**config.mk**
```make
export PLATFORM = sky130hd
export DESIGN_NAME = byte_store_arbiter
export DESIGN_NICKNAME = d
export VERILOG_FILES = /design/src/rtl/byte_arb_pkg.sv /design/src/rtl/byte_store_arbiter_rr.sv /design/src/rtl/byte_store_arbiter.sv
export SDC_FILE = /design/constraint.sdc
export NUM_CORES = 1
export LEC_CHECK = 0
export BUFFER_PORTS_ARGS = -buffer_cell sky130_fd_sc_hd__buf_2
export CORE_AREA = 2 2 62 64
export CTS_BUF_LIST = sky130_fd_sc_hd__clkbuf_4
export DETAILED_ROUTE_END_ITERATION = 8
export DIE_AREA = 0 0 64 66
export PLACE_DENSITY = 0.72
export SLEW_MARGIN = 30
export SYNTH_ARGS = -nofsm -noshare
export SYNTH_HDL_FRONTEND = slang
export SYNTH_SLANG_ARGS = --single-unit
```
**constraint.sdc**
```tcl
create_clock -name clk -period 1.54 [get_ports clk]
set_input_delay 0.308 -clock clk [delete_from_list [all_inputs] [get_ports clk]]
set_output_delay 0.308 -clock clk [all_outputs]
set_load 0.02 [all_outputs]
```
**src/rtl/byte_arb_pkg.sv**
```systemverilog
// Shared types for the byte store arbiter: FSM states, grant encoding,
// strobe counter width.
package byte_arb_pkg;

    typedef enum logic [1:0] {
        IDLE,
        SETUP,
        STROBE,
        HOLD
    } state_t;

    typedef enum logic {
        GRANT_A = 1'b0,
        GRANT_B = 1'b1
    } grant_t;

    localparam int CNT_W = 4;

endpackage

```
**src/rtl/byte_store_arbiter_rr.sv**
```systemverilog
// Two-input round-robin arbiter; the last-grant register lives in the
// parent so this block stays purely combinational.
module rr_arbiter_2
    import byte_arb_pkg::*;
(
    input  logic   req_a,
    input  logic   req_b,
    input  grant_t last_grant,
    output logic   grant_valid,
    output grant_t grant_sel
);

    always_comb begin
        grant_valid = req_a | req_b;
        grant_sel   = GRANT_A;
        unique case (1'b1)
            (req_a && req_b):
                grant_sel = (last_grant == GRANT_A) ? GRANT_B : GRANT_A;
            (!req_a && req_b):
                grant_sel = GRANT_B;
            default:
                grant_sel = GRANT_A;
        endcase
    end

endmodule

```
**src/rtl/byte_store_arbiter.sv**
```systemverilog
// Shares a bank of latch byte memories between two writers with
// setup/strobe/hold sequencing. Optional readback check: BYTE_STORE_VERIFY_EN.
module byte_store_arbiter
    import byte_arb_pkg::*;
#(
    parameter int NUM_BYTES     = 4,
    parameter int ADDR_W        = 2,
    parameter int STROBE_CYCLES = 1
) (
    input  logic                 clk,
    input  logic                 rst_n,
    input  logic                 req_a,
    input  logic [ADDR_W-1:0]    addr_a,
    input  logic [7:0]           data_a,
    output logic                 ack_a,
    input  logic                 req_b,
    input  logic [ADDR_W-1:0]    addr_b,
    input  logic [7:0]           data_b,
    output logic                 ack_b,
    output logic [7:0]           wdata,
    output logic [NUM_BYTES-1:0] store,
    output logic                 busy,
    output logic                 addr_err
`ifdef BYTE_STORE_VERIFY_EN
    ,
    input  logic [NUM_BYTES*8-1:0] rdata,
    output logic                   verify_err
`endif
);

    state_t              state;
    grant_t              last_grant;
    grant_t              gnt;
    grant_t              grant_sel;
    logic                grant_valid;
    logic [ADDR_W-1:0]   addr_q;
    logic [CNT_W-1:0]    cnt;
    logic                addr_ok;
    logic [NUM_BYTES-1:0] sel_oh;

    rr_arbiter_2 u_rr (
        .req_a       (req_a),
        .req_b       (req_b),
        .last_grant  (last_grant),
        .grant_valid (grant_valid),
        .grant_sel   (grant_sel)
    );

    assign addr_ok = (int'(addr_q) < NUM_BYTES);
    assign sel_oh  = NUM_BYTES'(1) << addr_q;

    // wdata doubles as the captured data register; it only moves at grant
    always_ff @(posedge clk or negedge rst_n) begin
        if (!rst_n) begin
            state      <= IDLE;
            last_grant <= GRANT_B;
            gnt        <= GRANT_A;
            addr_q     <= '0;
            cnt        <= '0;
            wdata      <= '0;
            store      <= '0;
            busy       <= 1'b0;
            ack_a      <= 1'b0;
            ack_b      <= 1'b0;
            addr_err   <= 1'b0;
`ifdef BYTE_STORE_VERIFY_EN
            verify_err <= 1'b0;
`endif
        end else begin
            ack_a    <= 1'b0;
            ack_b    <= 1'b0;
            addr_err <= 1'b0;
`ifdef BYTE_STORE_VERIFY_EN
            verify_err <= 1'b0;
`endif
            unique case (state)
                IDLE: begin
                    if (grant_valid) begin
                        gnt        <= grant_sel;
                        last_grant <= grant_sel;
                        addr_q     <= (grant_sel == GRANT_A) ? addr_a : addr_b;
                        wdata      <= (grant_sel == GRANT_A) ? data_a : data_b;
                        busy       <= 1'b1;
                        state      <= SETUP;
                    end
                end
                SETUP: begin
                    cnt      <= CNT_W'(STROBE_CYCLES - 1);
                    store    <= addr_ok ? sel_oh : '0;
                    addr_err <= !addr_ok;
                    state    <= STROBE;
                end
                STROBE: begin
                    if (cnt == '0) begin
                        store <= '0;
                        ack_a <= (gnt == GRANT_A);
                        ack_b <= (gnt == GRANT_B);
`ifdef BYTE_STORE_VERIFY_EN
                        if (addr_ok && (rdata[8*int'(addr_q) +: 8] != wdata))
                            verify_err <= 1'b1;
`endif
                        state <= HOLD;
                    end else begin
                        cnt <= cnt - 1'b1;
                    end
                end
                HOLD: begin
                    busy  <= 1'b0;
                    state <= IDLE;
                end
                default: state <= IDLE;
            endcase
        end
    end

endmodule

```
Word-level counts from Yosys, hierarchy flattened
Cells that the tools add are included.
{"block": "totals", "ff_bits": 25, "in_bits": 24, "output_inout_bits": 16}
{"block": "classes", "addsub": 1, "n_eq_ne": 6, "n_shift": 1, "muxes": 17, "bitwise": 2, "reduce_logical": 12}
{"operator": "4-bit case mux with 2 select lines", "n": 2}
{"operator": "2-bit AND reduction", "n": 5}
{"operator": "4-bit 2-to-1 mux", "n": 2}
{"operator": "8-bit 2-to-1 mux", "n": 1}
{"operator": "2-bit case mux with 4 select lines", "n": 1}
{"operator": "1-bit 2-to-1 mux", "n": 6}
{"operator": "2-bit 2-to-1 mux", "n": 3}
{"operator": "2-bit inequality test (second input constant)", "n": 3}
{"operator": "2-bit equality test (second input constant)", "n": 2}
{"operator": "4-bit logical NOT", "n": 1}
{"operator": "1-bit case mux with 2 select lines", "n": 2}
{"operator": "2-bit nonzero test", "n": 2}
{"operator": "1-bit by 2-bit << shifter with 4-bit output (first input constant)", "n": 1}
{"operator": "4-bit by 1-bit subtractor with 4-bit output (second input constant)", "n": 1}
{"operator": "2-bit by 1-bit equality test with 1-bit output (second input constant)", "n": 1}
{"operator": "1-bit logical AND", "n": 2}
{"operator": "2-bit logical NOT", "n": 1}
{"operator": "1-bit logical NOT", "n": 1}
{"operator": "1-bit inverter", "n": 1}
{"operator": "1-bit bitwise OR", "n": 1}

Logic depth before layout (Yosys ltp)
{"block": "logic_depth", "depth_word": 4, "ltp_mapped": 6}

By module
Synthesis repeated with hierarchy kept, for this count alone.
{"block": "unflattened", "hier_cells": 119, "area_unflattened_um2": 1236.2}
{"mod": "byte_store_arbiter", "n_inst": 1, "cells_each": 117, "area_per_inst_um2": 1222.4, "seq_area_each_um2": 626.9}
{"mod": "rr_arbiter_2", "n_inst": 1, "cells_each": 2, "area_per_inst_um2": 13.8, "seq_area_each_um2": 0.0}

Worst setup path after synthesis
OpenSTA, ideal clock, no wires.
{"block": "synth_path", "path_kind": "reg-to-reg", "from": "register cnt[0]", "to": "register state[1]", "t_arrival_ps": 1479, "required_ps": 1412, "path_slack_ps": -66, "stages_incl_launch_ff": 6, "path_buffers": 0, "synth_period_minus_slack_ps": 1606, "cell_sequence": "dfrtp_1 inv_1 ha_1 or3b_1 a21oi_2 mux2_1"}
{"block": "synth_via", "elab_chain_cells": 3}
{"item": "from (decl)", "line_no": "byte_store_arbiter.sv:37", "text": "logic [CNT_W-1:0] cnt;"}
{"item": "from (signal assigned)", "line_no": "byte_store_arbiter.sv:88", "text": "cnt <= CNT_W'(STROBE_CYCLES - 1);"}
{"item": "from (signal assigned)", "line_no": "byte_store_arbiter.sv:104", "text": "cnt <= cnt - 1'b1;"}
{"item": "4-bit logical NOT", "line_no": "byte_store_arbiter.sv:94", "text": "if (cnt == '0) begin"}
{"item": "2-bit inequality test (no line)"}
{"item": "2-bit AND reduction (no line)"}
{"item": "to (signal assigned)", "line_no": "byte_store_arbiter.sv:91", "text": "state <= STROBE;"}
{"item": "to (signal assigned)", "line_no": "byte_store_arbiter.sv:102", "text": "state <= HOLD;"}
{"item": "to (signal assigned)", "line_no": "byte_store_arbiter.sv:109", "text": "state <= IDLE;"}
{"item": "to (decl)", "line_no": "byte_store_arbiter.sv:31", "text": "state_t state;"}
Every way passes these cells.
A chain may end at the register's enable or synchronous reset.

Worst setup path after layout
Ends and elaborated chain as after synthesis.

==> flow_metrics.env <==
export IMPL_hp_class="in2reg"
export IMPL_p_leak_nw=0.856
export IMPL_netlist_area_um2=1220
export IMPL_overflow=0
export IMPL_firstDrtPassIters=5
export IMPL_max_freq_mhz=625
export IMPL_via_count=985
export IMPL_fin_crit_ps=1600
export IMPL_setup_ws_ps=-59.5
export IMPL_drtIter0Drc=40
export IMPL_ant_nets=0
export IMPL_cts_htree_levels=1
export IMPL_yosysTopAreaCellShare_pct=49.4
export IMPL_clk_pin_slew_ps=130
export IMPL_worstSetupPathType="reg2reg"
export IMPL_multi_input_area_um2=567
export IMPL_cts_buffers=3
export IMPL_grt_pass1_vias=933
export IMPL_nets=192
export IMPL_power_switching_mw=1.14
export IMPL_grt_pass1_wl_mm=4.17
export IMPL_antenna_cells=0
export IMPL_drt_wl_total_mm=2.65
export IMPL_p_per_area_nw_per_um2=1750
export IMPL_cap_violations=0
export IMPL_avgRoutedWirePerCell_um=12.7
export IMPL_io_pins=40
export IMPL_required_ps=1750
export IMPL_worst_pin_slew_ps=557
export IMPL_grt_usage_pct=12.5
export IMPL_fp_dieH_um=66
export IMPL_skew_ps=2.15
export IMPL_power_mw=2.78
export IMPL_worstPathArrival_ps=1810
export IMPL_place_area_um2=1500
export IMPL_mostFrequentLayoutCells="38 x buf_2, 24 x dfrtp_1, 17 x nand2_1, 12 x mux2i_1"
export IMPL_slowest_stage="dfrtp_1"
export IMPL_cp_top_family="flip-flops"
export IMPL_worstPathCellList="inv_1 -> ha_2 -> or3b_4 -> a21oi_4 -> mux2_4"
export IMPL_ff_latch_area_um2=627
export IMPL_finalSetupViolCount=1
export IMPL_synthTopCellsByArea="dfrtp_1 49%, mux2i_1 9.9%, ha_1 6.2%"
export IMPL_avgViaCountPerCell=4.71
export IMPL_p_seq_share_pct=38.9
export IMPL_cpPeakStageDelay_ps=400
export IMPL_cts_root_buf="clkbuf_4"
export IMPL_core_area_um2=3550
export IMPL_irDropWorstVdd_mv=0.485
export IMPL_crit_buf_inv=1
export IMPL_fp_row_count=22
export IMPL_synth_cell_types=36
export IMPL_synth_top_cell_by_area="dfrtp_1"
export IMPL_hold_viol_final=0
export IMPL_fin_area_um2=1590
export IMPL_swShare_pct=41.1
export IMPL_synth_avg_cell_area_um2=10.9
export IMPL_drive_above_1_share_pct=41.0
export IMPL_slew_viol_final=0
export IMPL_violations="setup timing"
export IMPL_die_w_um=64
export IMPL_syn_num_nets=142
export IMPL_ys_warn_count=0
export IMPL_min_period_over_period_pct=104
export IMPL_syn_to_final_growth_pct=30.8
export IMPL_grt_max_degree=26
export IMPL_route_detailed_drc=0
export IMPL_synthCells=112
export IMPL_crit_path_start_kind="flip-flop"
export IMPL_gp_congestion=0.759
export IMPL_dieArea_um2=4220
export IMPL_layout_commonest_cell="buf_2"
export IMPL_cp_max_fo=2
export IMPL_outcome="finished, violations left"
export IMPL_rsz0062_at_grt="yes"
export IMPL_cts_num_sinks=25
export IMPL_portBuffers=38
export IMPL_power_clock_fraction_pct=10.4
export IMPL_tns_ps=-59.5
export IMPL_tritoncts="done"
export IMPL_r2r_cells=5
export IMPL_clock_latency_ps=310
export IMPL_antenna_found_initial=0
export IMPL_intPower_mw=1.64
export IMPL_worst_setup_path_end_kind="flip-flop"
export IMPL_fillers=341
export IMPL_ys_seq_elements=25
export IMPL_slew_headroom_pct=62.9
export IMPL_ys_seq_area_share_pct=51.5
export IMPL_p_comb_share_pct=50.8
export IMPL_min_path_cells=2
export IMPL_dp_hpwl_mm=1.88
export IMPL_cp_depth=5
export IMPL_whs_ps=193
export IMPL_start_util_pct=34.2
export IMPL_cts_buffer_depth=2
[cells by family after synthesis]
group	share of synthesized area (%)
buffers and inverters	4.11
flip-flops	51.5
adder cells (fa/ha/maj)	6.17
AND/OR/NAND/NOR	14.6
other	0.308
AO/OA/AOI/OAI	12.4
multiplexers	10.8
[worst reg2reg max path: cells and delay by family (launching register included)]
kind | cells | cell delay [ps]
flip-flops | 1 | 400
AND/OR/NAND/NOR | 1 | 400
multiplexers | 1 | 310
adder cells (fa/ha/maj) | 1 | 170
AO/OA/AOI/OAI | 1 | 160
buffers and inverters | 1 | 60
[power groups by stage]
stage	combinational (mW)	clock [mW]	sequential, mW
after global routing	1.57	0.331	1.11
after floorplan	0.619	0	1.31
final	1.41	0.289	1.08
after global placement	1.22	0	1.08
after detailed placement	1.27	0	1.10
after CTS	1.30	0.306	1.09
[synth_stat cells]
library cell and number:
nor3_1 1, nand2_1 17, a22o_1 1, or3_1 1, inv_1 6, clkbuf_1 2, a21o_1 1, and4bb_2 1
buf_2 1, o21ai_0 1, nand2b_1 1, nor3b_1 1, buf_4 2, a21oi_2 1, dfstp_2 1, nor2b_1 3
mux2_1 1, nand3_1 1, conb_1 1, a31oi_1 1, nor3b_2 1, o32a_2 1, o2bb2ai_1 1, a21oi_1 2
a32o_1 1, nand4b_1 1, nor2_1 2, o21ai_1 11, or3b_1 1, and2_1 1, dfrtp_1 24, nor4b_1 1
mux2i_1 12, a311o_1 1, ha_1 6, a21bo_2 1
[routing by layer]
metal	global-route usage [%]	wire [µm]
met5	0	0
met1	15.8	1200
met4	4.89	33
met2	22.3	1310
met3	1.02	110
[metrics by stage]
stage | util [%] | setup slack (ps) | std cells
2_1_floorplan | - | -38.4 | 112
3_3_place_gp | 42.1 | -8.28 | 200
6_report | 44.8 | -59.5 | 209
5_1_grt | 44.8 | -98.6 | 209
3_5_place_dp | 42.1 | -53.5 | 200
4_1_cts | 43.5 | -70.0 | 206
[final timing paths]
kind / endpoint / slack (ps) / start
worst max-delay path: state[1] / -60 / cnt[0]
worst min-delay path: last_grant / 190 / req_a
worst max register to register: state[1] / -60 / cnt[0]
worst min register to register: ack_a / 460 / gnt
max in group asynchronous: last_grant / 670 / rst_n
min in group asynchronous: state[1] / 500 / rst_n
[final cells by class]
type | instances | area share (%)
sequential | 25 | 39.4
tap | 48 | 3.78
timing repair buffer | 50 | 18.0
clock buffer | 3 | 1.42
multi-input combinational | 76 | 35.6
inverter | 6 | 1.42
clock inverter | 1 | 0.315
[flip-flops by register name, summed over array words and instances (netlist names)]
name,cells
ack_a,1
ack_b,1
addr_q,2
busy,1
cnt,4
gnt,1
last_grant,1
state,2
store,4
wdata,8
[timing repair]
action / CTS / global route
buffers inserted: 1 / 2
pin swaps: 1 / 2
hold endpoints to repair: 24 / 0
endpoints found under the setup margin: 1 / 11
gates cloned: 0 / 1
gates resized for setup: 1 / 8
hold buffers: 1 / 0
Power figures use the tool's default switching activity.
